===== src/rtl/uart_rx_frame_ctrl.sv =====
// uart_rx_frame_ctrl: frame qualifier, FWFT frame FIFO and statistics behind a 16x-oversampled UART receiver
// Ports:
//   clk, rst_n                    clock and synchronous active-low reset
//   rx_baud_tick                  16x baud strobe shared with the receiver
//   rx_ready, rx_data, rx_error   receiver handshake, data and stop-bit error
//   rx_en, rx_flush, clear_stats  store enable, FIFO flush pulse, statistics clear pulse
//   out_valid, out_data, out_err  head of FIFO (first-word fall-through), popped by out_ready
//   fifo_count, fifo_full         FIFO occupancy
//   overrun, err_count            sticky drop flag and stored-error count
//   glitch_count, busy            rejected short frames and receiver-busy indicator
module uart_rx_frame_ctrl #(
  parameter int DATA_BITS = 8,
  parameter int FIFO_AW   = 3,
  parameter int CNT_W     = 8
) (
  input  logic                 clk,
  input  logic                 rst_n,
  input  logic                 rx_baud_tick,
  input  logic                 rx_ready,
  input  logic [DATA_BITS-1:0] rx_data,
  input  logic                 rx_error,
  input  logic                 rx_en,
  input  logic                 rx_flush,
  input  logic                 clear_stats,
  output logic                 out_valid,
  output logic [DATA_BITS-1:0] out_data,
  output logic                 out_err,
  input  logic                 out_ready,
  output logic [FIFO_AW:0]     fifo_count,
  output logic                 fifo_full,
  output logic                 overrun,
  output logic [CNT_W-1:0]     err_count,
  output logic [CNT_W-1:0]     glitch_count,
  output logic                 busy
);
  typedef enum logic [1:0] {SYNC, IDLE, BUSY, CAPTURE} state_t;
  localparam int DEPTH = 2 ** FIFO_AW;
  localparam logic [11:0] MIN_TICKS = 12'(16 * (DATA_BITS + 1));
  state_t state;
  logic [11:0] tick_cnt;
  logic [DATA_BITS:0] cap;
  logic [DATA_BITS:0] mem [DEPTH];
  logic [FIFO_AW-1:0] wptr, rptr, head;
  logic [FIFO_AW:0] rem;
  logic pop, cap_req, push, drop_full, glitch;
  assign pop = out_valid & out_ready;
  assign cap_req = (state == CAPTURE) & rx_en;
  assign push = cap_req & ~fifo_full & ~rx_flush;
  assign drop_full = cap_req & fifo_full & ~rx_flush;
  assign glitch = (state == BUSY) & rx_ready & (tick_cnt < MIN_TICKS);
  assign fifo_full = fifo_count == (FIFO_AW+1)'(DEPTH);
  assign busy = state == BUSY;
  // The output stage looks past this cycle's pop but not this cycle's push,
  // so a new frame reaches out_valid one cycle after it lands in the FIFO.
  assign rem = fifo_count - {{FIFO_AW{1'b0}}, pop};
  assign head = rptr + {{(FIFO_AW-1){1'b0}}, pop};
  always_ff @(posedge clk)
    if (push) mem[wptr] <= cap;
  always_ff @(posedge clk) begin
    if (!rst_n) begin
      state <= SYNC;
      tick_cnt <= '0;
      cap <= '0;
      wptr <= '0;
      rptr <= '0;
      fifo_count <= '0;
      out_valid <= 1'b0;
      out_data <= '0;
      out_err <= 1'b0;
      overrun <= 1'b0;
      err_count <= '0;
      glitch_count <= '0;
    end else begin
      case (state)
        SYNC: if (rx_ready) state <= IDLE;
        IDLE: begin
          tick_cnt <= '0;
          if (!rx_ready) state <= BUSY;
        end
        BUSY: begin
          if (rx_ready) begin
            state <= glitch ? IDLE : CAPTURE;
            cap <= {rx_error, rx_data};
          end else if (rx_baud_tick && tick_cnt != '1) tick_cnt <= tick_cnt + 12'd1;
        end
        default: state <= IDLE;
      endcase
      if (rx_flush) begin
        wptr <= '0;
        rptr <= '0;
        fifo_count <= '0;
        out_valid <= 1'b0;
      end else begin
        if (push) wptr <= wptr + 1'b1;
        if (pop) rptr <= rptr + 1'b1;
        fifo_count <= rem + {{FIFO_AW{1'b0}}, push};
        out_valid <= rem != '0;
        if (rem != '0) {out_err, out_data} <= mem[head];
      end
      overrun <= clear_stats ? 1'b0 : overrun | drop_full;
      err_count <= clear_stats ? '0 : err_count + CNT_W'(push & cap[DATA_BITS] & (err_count != '1));
      glitch_count <= clear_stats ? '0 : glitch_count + CNT_W'(glitch & (glitch_count != '1));
    end
  end
endmodule


===== config.mk =====
export PLATFORM = sky130hd
export DESIGN_NAME = uart_rx_frame_ctrl
export DESIGN_NICKNAME = d
export VERILOG_FILES = /design/src/rtl/uart_rx_frame_ctrl.sv
export SDC_FILE = /design/constraint.sdc
export NUM_CORES = 1
export LEC_CHECK = 0
export ABC_CLOCK_PERIOD_IN_PS = 2700
export CAP_MARGIN = 0
export CORE_AREA = 10 10 126 99
export DETAILED_ROUTE_END_ITERATION = 10
export DIE_AREA = 0 0 136 109
export DONT_BUFFER_PORTS = 1
export HOLD_SLACK_MARGIN = 0.12
export PLACE_DENSITY = 0.71
export REMOVE_ABC_BUFFERS = 1
export SETUP_SLACK_MARGIN = 0.4
export SLEW_MARGIN = 20
export SYNTH_ARGS = -nofsm -noshare
export SYNTH_HDL_FRONTEND = slang
export SYNTH_SLANG_ARGS = --single-unit

===== constraint.sdc =====
create_clock -name clk -period 2.7 [get_ports clk]
set_input_delay 0.675 -clock clk [delete_from_list [all_inputs] [get_ports clk]]
set_output_delay 0.675 -clock clk [all_outputs]
set_load 0.02 [all_outputs]

==> summary.md <==
| Metric | Value |
|---|---|
| Status | finished clean |
| First-pass GRT wire length | 19500 um |
| Number of routed nets with antenna violations | 0 |
| WP data required | about 2000 ps |
| Core Area | 0.0100 mm2 |
| R2R depth | 9 |
| Met3 Track Usage GR | 0.0588 |
| Synth unique cells | between 40 and 50 |
| Slowest cell on crit path | dfxtp_1 |
| Vias | between 3k and 4k |
| Crit-path max cell delay | 450 ps |
| CP cell instances | nor4b_4 > buf_4 |
| Initial Util | 0.553 |
| Clock Tree Buf Depth | 2 |
| Fin crit share | 0.812 |
| CP Launch Type | flip-flop |
| Fin nets | 501 |
| Hold crit path type | in -> reg |
| FF+latch count, synth | ~130 |
| Average wire per standard cell | 20.3 um |
| Grt peak-use layer | met2 |
| Shortest period the worst path allows | around 2200 ps |
| Crit path kind | reg -> out |
| Die Wd | approximately 140 um |
| 1st-iter DRT viols | between 300 and 400 |
| Vias per cell | ~5.9 |
| LEAKAGE | between 2 and 2.5 nW |
| Grt total ovfl | 0 |
| Setup violators final | 0 |
| Drt total wl | between 10000 and 15000 um |
| Met1 Use GR | 0.226 |
| DR pass1 iterations | 5 |
| Synth Area in XOR/XNOR | 0.0252 |
| CP Capture Type | output port |
| Vias in the first global route | ~3.6k |
| Initial antenna violation count | 0 |
| Syn avg cell area | roughly 13 um2 |
| Number of enable flip-flop cells after synthesis | between 70 and 80 |
| Area growth syn-to-layout | 17.7% |
| Fin. Hold Viols | 0 |
| Max Cap Viol | 0 |
| Post-Route Skew | 7.49 ps |
| Worst Hold Depth | 2 |
| Achievable Freq | about 460 MHz |
| Synth Area in Adders | 0.0383 |
| Simple-gate share of the synthesized area | 0.127 |
| Total GRT Usage | 0.174 |
| Register Area | approximately 0.0034 mm2 |
| Slew Viols, Final | 0 |
| Post-synthesis mux area share | 0.0804 |
| DRC | 0 |
| Hpwl dp | between 8000 and 9000 um |
| CTS Sinks | 132 |
| Yosys warning total | 0 |
| Mapped Cells | 440 |
| CTS buffer count | 17 |
| Cell Pwr Density | 715 mW/mm2 |
| Die H | between 100 and 150 um |
| Most common cell after layout, fill and taps aside | edfxtp_1 |
| Reg clk slew, reported paths | about 60 ps |
| Clock root buffer master | clkbuf_16 |
| Multi-input gate area | ~0.0021 mm2 |
| Commonest cells after routing, fill and taps aside | edfxtp_1 (72), dfxtp_1 (59), nand2_1 (34) |
| Layout Utilization | 0.651 |
| Sequential-to-total area share from yosys stat | 0.605 |
| Inserted Diodes | 0 |
| CTS Hold Buffers Added | 0 |
| Largest net degree at the start of global routing | 19 |
| Crit path arrival time | around 1500 ps |
| # IOs | 50 |
| RSZ-0062 raised after global routing | true |
| H-tree depth | 4 |
| Max-slew headroom | 0.624 |
| Worst slew pin tran | 563 ps |
| GPL Wtd Cong | just over 0.8 |
| Std cell rows | 32 |
| Ys async rst share | 0 |
| # fillers | around 750 |
| Critical-path maximum fanout | 4 |
| Die area | 0.0148 mm2 |
| Compound-Gate Fraction of Synth Area | 0.0950 |
| VDD IR max | about 0.57 mV |
| Top_reg_cell synth | edfxtp_1 |
| Total power | between 4 and 5 mW |
| CTS tree | yes |
| Grt met2 use | 0.270 |
| Layout cells sized above 1 | 0.181 |
| Port Buf Inserts | 0 |
| Worst-Skew Late Latency | slightly above 400 ps |
| Largest family of logic cells by synthesized area | simple AND/OR/NAND/NOR gates |
| Mapped cell area | about 0.0056 mm2 |
## sequential cells by signal (all words and copies together) (netlist names)
name / cells
mem: 72
out_err: 1
fifo_count: 4
glitch_count: 8
cap: 9
tick_cnt: 12
out_valid: 1
wptr: 3
state: 2
err_count: 8
overrun: 1
rptr: 3
out_data: 8
## critical path: cells and delay by family, from the launching register on
kind / cells / cell delay, ps
flops: 1 / 450
simple gates: 1 / 440
buf+inv: 1 / 230
## power breakdown
group / switching [mW] / internal (mW) / leakage (nW)
clock network: 0.838 / 1.63 / 0.302
logic: 0.0625 / 0.0295 / 0.817
registers: 0.0105 / 2.11 / 1.08
total: 0.911 / 3.77 / 2.20
## cells in the mapped netlist (2+ instances only)
library cell	count	area share
a211oi_1	4	0.0054
a21o_1	3	0.0041
a21oi_1	22	0.020
a221oi_1	16	0.025
a311oi_1	6	0.0095
a31oi_1	4	0.0045
and2_1	5	0.0056
and3_1	4	0.0045
and3b_1	3	0.0047
buf_1	2	0.0014
buf_2	4	0.0036
clkbuf_1	12	0.0081
dfxtp_1	60	0.22
edfxtp_1	72	0.39
ha_1	17	0.038
inv_1	21	0.014
mux2i_1	3	0.0054
mux4_2	18	0.073
nand2_1	34	0.023
nand2b_1	15	0.017
nand3_1	15	0.014
nand4_1	5	0.0056
nor2_1	32	0.022
nor2b_1	2	0.0023
nor3_1	5	0.0045
nor4_1	2	0.0023
o211ai_1	3	0.0041
o21ai_0	4	0.0036
o21ai_1	2	0.0018
o31ai_1	2	0.0027
o41ai_1	3	0.0047
or3_1	8	0.0090
or4_1	3	0.0041
xnor2_1	6	0.0095
xor2_1	10	0.016
## path summary, 6_finish.rpt
kind | slack [ps] | end | startpoint
min | 400 | cap[0] | rx_data[0]
min reg2reg | 510 | rptr[1] | rptr[1]
max | 510 | fifo_full | fifo_count[2]
max reg2reg | 510 | out_err | out_valid
## final cells by class
type                            count  share of cell area
Sequential cell                   132               0.514
Multi-Input combinational cell    268               0.317
Clock buffer                       17              0.0650
Timing Repair Buffer               27              0.0329
Clock inverter                     15              0.0325
Tap cell                          136              0.0260
Inverter                           21              0.0120
## cells by family after synthesis
logic type,Yosys count
AOI/OAI and AO/OA,75
xor gates and xnor gates,16
and+or+nand+nor,138
buffers and inverters,40
muxes,22
adders and majority gates,17
DFF,132
## metrics by stage
| step | hold slack [ps] | cell area (um2) | TNS, ps | std cells | setup WS [ps] |
|---|---|---|---|---|---|
| final | 400 | 6540 | 0 | 616 | 507 |
| after global routing | 401 | 6540 | 0 | 616 | 307 |
| after CTS | 390 | 6490 | 0 | 613 | 410 |
| after detailed placement | 491 | 5840 | 0 | 581 | 38.1 |
| after global placement | 480 | 5840 | 0 | 581 | 105 |
| after floorplan | 457 | 5470 | -1110 | 421 | -259 |
## metal layers
layer | up-vias | wire length (um)
met5 | - | 0
met4 | 0 | 173
met3 | 21 | 1120
met2 | 133 | 5920
met1 | 1786 | 5300
li1 | 1709 | -
## timing repair
action / in CTS / in global routing
setup endpoints to repair: 11 / 13
setup buffers: 0 / 3
pin swaps: 0 / 1
gates resized for setup: 2 / 8
cloned: 0 / 0
No activity file was read; power rests on OpenSTA's default activity.
